==> config.mk <==
export PLATFORM = sky130hd
export DESIGN_NAME = mem_wb_stage
export DESIGN_NICKNAME = d
export VERILOG_FILES = /design/src/rtl/pipe_pkg.sv /design/src/rtl/skid_buffer2.sv /design/src/rtl/mem_wb_stage.sv
export SDC_FILE = /design/constraint.sdc
export NUM_CORES = 1
export LEC_CHECK = 0
export ABC_AREA = 0
export BUFFER_PORTS_ARGS = -buffer_cell sky130_fd_sc_hd__buf_4
export CORE_AREA = 2 2 120 122
export DETAILED_ROUTE_END_ITERATION = 6
export DIE_AREA = 0 0 122 124
export PLACE_DENSITY_LB_ADDON = 0.15
export SLEW_MARGIN = 20
export SYNTH_ARGS = -nofsm -noshare
export SYNTH_HDL_FRONTEND = slang
export SYNTH_SLANG_ARGS = --single-unit
export TNS_END_PERCENT = 30
==> constraint.sdc <==
create_clock -name clock -period 2.53 [get_ports clock]
set_input_delay 0.6325 -clock clock [delete_from_list [all_inputs] [get_ports clock]]
set_output_delay 0.6325 -clock clock [all_outputs]
set_load 0.02 [all_outputs]
==> src/rtl/pipe_pkg.sv <==
// Shared pipeline definitions: opcode constants, skid-buffer state encoding, write-back decode.
// Latency: n/a (types, constants and pure functions only).
// Backpressure: n/a.
package pipe_pkg;

   localparam logic [3:0] OP_NOP    = 4'h0;
   localparam logic [3:0] OP_LOAD   = 4'h2;
   localparam logic [3:0] OP_STORE  = 4'h3;
   localparam logic [3:0] OP_BRANCH = 4'h4;

   // Occupancy of a two-entry skid buffer.
   typedef enum logic [1:0] {
      EMPTY = 2'd0,
      ONE   = 2'd1,
      FULL  = 2'd2
   } state_t;

   // Stores, branches and bubbles never write the register file.
   function automatic logic is_writeback(input logic [3:0] opcode);
      return !((opcode == OP_NOP) || (opcode == OP_STORE) || (opcode == OP_BRANCH));
   endfunction

endpackage

==> src/rtl/skid_buffer2.sv <==
// Generic two-entry valid/ready buffer with flush; the main register always holds the head entry.
// Latency: 1 cycle from in handshake to out_valid.
// Backpressure: in_ready is registered (low only when both slots are full); no combinational path from out_ready.
module skid_buffer2
   import pipe_pkg::*;
#(
   parameter int W = 8
) (
   input  logic         clock,
   input  logic         reset,
   input  logic         flush,
   input  logic         in_valid,
   output logic         in_ready,
   input  logic [W-1:0] in_data,
   output logic         out_valid,
   input  logic         out_ready,
   output logic [W-1:0] out_data
);

   state_t         state;
   state_t         state_nxt;
   logic [W-1:0]   main_q;
   logic [W-1:0]   skid_q;
   logic           in_fire;
   logic           out_fire;
   logic           load_main_in;
   logic           load_skid_in;
   logic           promote_skid;

   assign in_fire   = in_valid && in_ready;
   assign out_fire  = out_valid && out_ready;
   assign out_valid = (state != EMPTY);
   assign out_data  = main_q;

   // Next occupancy and which slot each handshake writes; flush overrides everything.
   always_comb begin
      state_nxt    = state;
      load_main_in = 1'b0;
      load_skid_in = 1'b0;
      promote_skid = 1'b0;
      if (flush) begin
         state_nxt = EMPTY;
      end else begin
         case (state)
            EMPTY: begin
               if (in_fire) begin
                  state_nxt    = ONE;
                  load_main_in = 1'b1;
               end
            end
            ONE: begin
               if (in_fire && out_fire) begin
                  load_main_in = 1'b1;
               end else if (in_fire) begin
                  state_nxt    = FULL;
                  load_skid_in = 1'b1;
               end else if (out_fire) begin
                  state_nxt = EMPTY;
               end
            end
            FULL: begin
               if (out_fire) begin
                  state_nxt    = ONE;
                  promote_skid = 1'b1;
               end
            end
            default: state_nxt = EMPTY;
         endcase
      end
   end

   // State register; in_ready is precomputed from the next state so it is a pure flop output.
   always_ff @(posedge clock) begin
      if (reset) begin
         state    <= EMPTY;
         in_ready <= 1'b1;
      end else begin
         state    <= state_nxt;
         in_ready <= (state_nxt != FULL);
      end
   end

   // Payload slots; contents are left alone on flush since only occupancy defines validity.
   always_ff @(posedge clock) begin
      if (reset) begin
         main_q <= '0;
         skid_q <= '0;
      end else begin
         if (load_main_in) begin
            main_q <= in_data;
         end else if (promote_skid) begin
            main_q <= skid_q;
         end
         if (load_skid_in) begin
            skid_q <= in_data;
         end
      end
   end

endmodule

==> src/rtl/mem_wb_stage.sv <==
// MEM/WB stage: skid-buffered capture of ALU/memory results with write-back select and write-enable decode.
// Latency: 1 cycle; one entry per cycle while out_ready is high. Optional retire counter via MEM_WB_STATS_EN.
// Backpressure: holds up to two entries; in_ready (registered) drops only when both are occupied.
module mem_wb_stage
   import pipe_pkg::*;
#(
   parameter int ALU_W = 16,
   parameter int MEM_W = 20,   // must be >= ALU_W: ALU results are zero-extended into it
   parameter int OP_W  = 4,
   parameter int RA_W  = 3
) (
   input  logic             clock,
   input  logic             reset,
   input  logic             flush,
   input  logic             in_valid,
   output logic             in_ready,
   input  logic [OP_W-1:0]  in_opcode,
   input  logic [RA_W-1:0]  in_rd,
   input  logic [ALU_W-1:0] in_alu,
   input  logic [MEM_W-1:0] in_mem,
   output logic             out_valid,
   input  logic             out_ready,
   output logic [OP_W-1:0]  out_opcode,
   output logic [RA_W-1:0]  out_rd,
   output logic [MEM_W-1:0] out_data,
   output logic             out_we
`ifdef MEM_WB_STATS_EN
   ,
   output logic [31:0]      retired
`endif
);

   typedef struct packed {
      logic [OP_W-1:0]  opcode;
      logic [RA_W-1:0]  rd;
      logic [ALU_W-1:0] alu;
      logic [MEM_W-1:0] mem;
   } entry_t;

   entry_t in_entry;
   entry_t head;

   assign in_entry.opcode = in_opcode;
   assign in_entry.rd     = in_rd;
   assign in_entry.alu    = in_alu;
   assign in_entry.mem    = in_mem;

   skid_buffer2 #(
      .W($bits(entry_t))
   ) u_skid (
      .clock     (clock),
      .reset     (reset),
      .flush     (flush),
      .in_valid  (in_valid),
      .in_ready  (in_ready),
      .in_data   (in_entry),
      .out_valid (out_valid),
      .out_ready (out_ready),
      .out_data  (head)
   );

   assign out_opcode = head.opcode;
   assign out_rd     = head.rd;

   // Loads write back memory data; every other op writes back the zero-extended ALU result.
   always_comb begin
      out_data = MEM_W'(head.alu);
      if (head.opcode == OP_LOAD) begin
         out_data = head.mem;
      end
   end

   // Register 0 is hardwired, so writes to it are suppressed along with non-writing ops.
   always_comb begin
      out_we = out_valid && is_writeback(head.opcode) && (head.rd != '0);
   end

`ifdef MEM_WB_STATS_EN
   // Count completed write-back handshakes; a handshake in a flush cycle does not count.
   always_ff @(posedge clock) begin
      if (reset) begin
         retired <= 32'd0;
      end else if (out_valid && out_ready && !flush) begin
         retired <= retired + 32'd1;
      end
   end
`endif

endmodule

# After elaboration in Yosys (flattened, before gate mapping)
# Index checks and enable logic that the tools add are counted.
[word_totals]
in_bits = 48
elab_cells = 43
ff_bits = 89
out_inout_bits = 30
[op_classes]
n_mux = 20
n_reduce_logical = 13
eq_ne = 6
[ops]
columns = ["operator", "n"]
rows = [
  ["$mux W43", 2],
  ["$mux W20", 1],
  ["$mux W2", 6],
  ["$mux W1", 9],
  ["$eq A4 B2 Y1 const B", 2],
  ["$pmux W2 S3", 1],
  ["$logic_and A1 B1 Y1", 5],
  ["$eq A4 B3 Y1 const B", 1],
  ["$logic_not A4 Y1", 1],
  ["$reduce_bool A2 Y1", 2],
  ["$reduce_bool A3 Y1", 1],
  ["$eq A2 B1 Y1 const B", 1],
  ["$eq A2 B2 Y1 const B", 1],
  ["$logic_not A2 Y1", 1],
  ["$logic_or A1 B1 Y1", 2],
  ["$ne A2 B2 Y1 const B", 1],
  ["$pmux W1 S2", 1],
  ["$logic_not A1 Y1", 1],
]

# Longest topological paths before layout
[depth]
depth_word = 8
mapped_depth = 6
ltp_nobuf = 4

# Cells and area by module
# From an unflattened synthesis, not the netlist that was laid out.
[unflattened]
cells_unflattened = 471
area_unflattened_um2 = 4010.1
[by_module_without_submodules]
columns = ["module", "cells_per_inst", "seq_area_each_um2", "area_per_inst_um2", "instances"]
rows = [
  ["skid_buffer2", 444, 1781.7, 3731.1, 1],
  ["mem_wb_stage", 27, 0.0, 279.0, 1],
]

# Worst setup path before layout
# OpenSTA, ideal clock, no wires.
[synth_path]
path_kind = "flip-flop to output port"
from = "reg u_skid.main_q[42] (netlist: u_skid.out_data[42])"
to = "out out_data[0]"
path_stages_with_launch = 4
t_required_ns = 1.898
arrival_ns = 1.448
n_path_buf = 1
setup_slack_ns = 0.450
cell_sequence = "dfxtp_1 -> nor4b_1 -> clkbuf_1 -> mux2_2"
[synth_via]
elab_chain_cells = 2
[synth_lines]
columns = ["element", "line", "text"]
rows = [
  ["start, declared", "skid_buffer2.sv:22", "logic [W-1:0] main_q;"],
  ["start signal, assigned", "skid_buffer2.sv:90", "main_q <= in_data;"],
  ["start signal, assigned", "skid_buffer2.sv:92", "main_q <= skid_q;"],
  ["$eq A4 B2 Y1", "mem_wb_stage.sv:68", "if (head.opcode == OP_LOAD) begin"],
  ["$mux W20", "mem_wb_stage.sv:68", ""],
  ["end, declared", "mem_wb_stage.sv:25", "output logic [MEM_W-1:0] out_data,"],
]
# No other way between the ends.

# Worst setup path after layout
[layout_path]
from = "reg u_skid.main_q[41] (netlist: u_skid.out_data[41])"
to = "out out_data[10]"
# Same word-level chain as after synthesis.

==> reports/metrics.csv <==
metric,value,unit
synthCells,481,
arrival,1.88,ns
start_util,29.4,%
cap_violations,0,
multi_input_area,2040,um2
routed_wl,11200,um
clkPwrFrac,42.6,%
routedWlPerCell,15.4,um
dpl.hpwl,7080,um
gp_congestion,0.738,
synth.distinct_cells,27,
path_clk_slew,0.06,ns
postLayoutCellArea,5150,um2
dieWidth,122,um
synthMuxAreaShare,4.46,%
skew,0.00396,ns
antenna_cells,0,
status,finished clean,
cts_tree,yes,
via_per_inst,4.74,
ctsLongestPathBuffers,2,
fillers,1451,
areaGrowthSynthToFinish,27.5,%
die_area,15100,um2
setup-violations-final,0,
hold_ws,0.453,ns
layout-drive-gt1-share,31.7,%
comb_power_share,12.6,%
synth-compound-area-share,22.0,%
critPathMaxStageDelay,0.38,ns
final_nets,587,
crit_required,1.90,ns
grt_antenna_before_repair,0,
post-route-util,37.5,%
root_buffer,clkbuf_16,
power.internal,2.54,mW
synth-simple-area-share,23.3,%
syn-cell-area,4040,um2
cp-start-kind,register,
cpMostUsedCell,buf_4,
grt_max_degree,50,
crit_slowest_cell,nor4b_4,
end_kind,output port,
ir_drop,270,uV
worst_pin_slew,0.698,ns
grt_pass1_vias,3257,
h-tree-depth,3,
p_total,3.33,mW
track_usage,14.9,%
tns,0,ns
yosys_warnings,0,
synth_fp_nets,529,
cts_sinks,89,
drc_errors,0,
switchingPower,787,uW
core_area,13700,um2
power_density,647,nW/um2
power_frac_seq,44.9,%
power.leakage,1.87,nW
worstSetupPathType,reg -> out,
fin_crit_sh,99.2,%
slew_violations,0,
yosysSeqAreaShare,44.1,%
placementRows,43,
seq_area,1790,um2
hold_viol,0,
fin_crit,2.51,ns
crit_chain,nor4b_4 > buf_4 > buf_6 > mux2_2 > buf_4,
io_buffers,77,
numCtsBuffers,9,
p_sw_share,23.6,%
ant_nets,0,
synth_xor_area_share,0,%
synth-seq-cells,89,
vias,3430,
dpl_cell_area,4780,um2
synth_fa_ha_area_share,0,%
die_y,124,um
dr.pass1.iters,4,
ioPinCount,78,
grt_pass1_wl,17400,um
crit_path_max_fanout,5,
drt-initial-drc-count,218,
syn_avg_cell_area,8.39,um2
rsz0062_at_grt,true,
hold_class,reg -> reg,
gr-total-overflow,0,
max_freq,398,MHz
slew_headroom,53.5,%
clk_latency,0.33,ns
synth_top_family_by_area,simple AND/OR/NAND/NOR gates,
[worst max-delay path, delay by kind of cell, from the launching register on]
kind                   cells  cell delay [ns]
buffers and inverters      3             0.47
flip-flops                 1             0.34
multiplexers               1             0.35
AND/OR/NAND/NOR            1             0.38
[timing repair]
action / CTS / global route
endpoints found under the setup margin: 5 / 16
buffers inserted: 0 / 2
pin swaps: 0 / 1
hold buffers: 0 / 0
gates resized for setup: 1 / 9
cloned: 0 / 2
[power by group through the flow]
stage	combinational, mW	sequential (mW)	clock [mW]
after floorplan	0.255	1.51	0
after global placement	0.406	1.52	0
after detailed placement	0.411	1.52	0
after CTS	0.413	1.49	1.45
after global routing	0.454	1.50	1.50
final	0.418	1.49	1.42
[cells in the final DEF, fill, tap and decap left out, drive strengths merged, types with 2 or more instances in the layout]
master,n
nand2,173
buf,94
dfxtp,89
a21oi,46
nor2,45
a311oi,43
mux2,16
clkbuf,12
and2,4
nand3b,2
o21ai,2
bufinv,2
nor4,2
or4,2
[flip-flops by register name, summed over array words and instances, names as in the netlist]
signal,cells
u_skid.out_data,43
u_skid.in_ready,1
u_skid.skid_q,43
u_skid.state,2
[cell families after synthesis]
group / Yosys count
AO/OA/AOI/OAI: 94
buffers and inverters: 48
multiplexers: 16
flip-flops: 89
AND/OR/NAND/NOR: 234
[synth_stat cells, drive strengths merged]
cell type | n | area (um2)
and2b | 1 | 7.51
or4b | 1 | 10.0
buf | 14 | 119
nor4b | 1 | 8.76
and2 | 4 | 25.0
inv | 1 | 3.75
dfxtp | 89 | 1780
clkbuf | 33 | 124
or4 | 2 | 15.0
a211oi | 1 | 7.51
a21oi | 46 | 230
mux2 | 16 | 180
o21ai | 2 | 10.0
and3b | 1 | 8.76
nor4 | 2 | 18.8
o31ai | 1 | 7.51
nand2 | 173 | 649
or2 | 1 | 6.26
nand2b | 1 | 6.26
o21bai | 1 | 7.51
nor2 | 45 | 169
nand3b | 2 | 15.0
a311oi | 43 | 627
[metrics by stage]
step	setup slack, ns	instances
6_report	0.0205	723
2_1_floorplan	0.450	481
4_1_cts	0.0313	719
3_3_place_gp	0.297	704
5_1_grt	-0.0442	723
3_5_place_dp	0.303	704
[area by class of cell]
class / instances / share of cell area (%)
clock inverter: 3 / 1.26
sequential: 89 / 34.7
timing repair buffer: 94 / 15.1
tap: 180 / 4.38
multi-input combinational: 344 / 39.7
clock buffer: 12 / 4.79
inverter: 1 / 0.0729
[final timing paths]
check / start / end / slack (ns) / cells past startpoint
max: u_skid.out_data[41] / out_data[10] / 0.02 / 5
min: u_skid.skid_q[40] / u_skid.skid_q[40] / 0.45 / 2
max reg2reg: u_skid.state[1] / u_skid.out_data[8] / 0.67 / 5
min reg2reg: u_skid.skid_q[40] / u_skid.skid_q[40] / 0.45 / 2
[metal layers]
| metal | global-route usage (%) | share of wire, % |
|---|---|---|
| met5 | 0 | 0 |
| met4 | 5.32 | 1.2 |
| met3 | 2.56 | 4.4 |
| met2 | 22.6 | 44 |
| met1 | 21.3 | 50 |
Note: power is estimated with default switching activity, not from simulation.
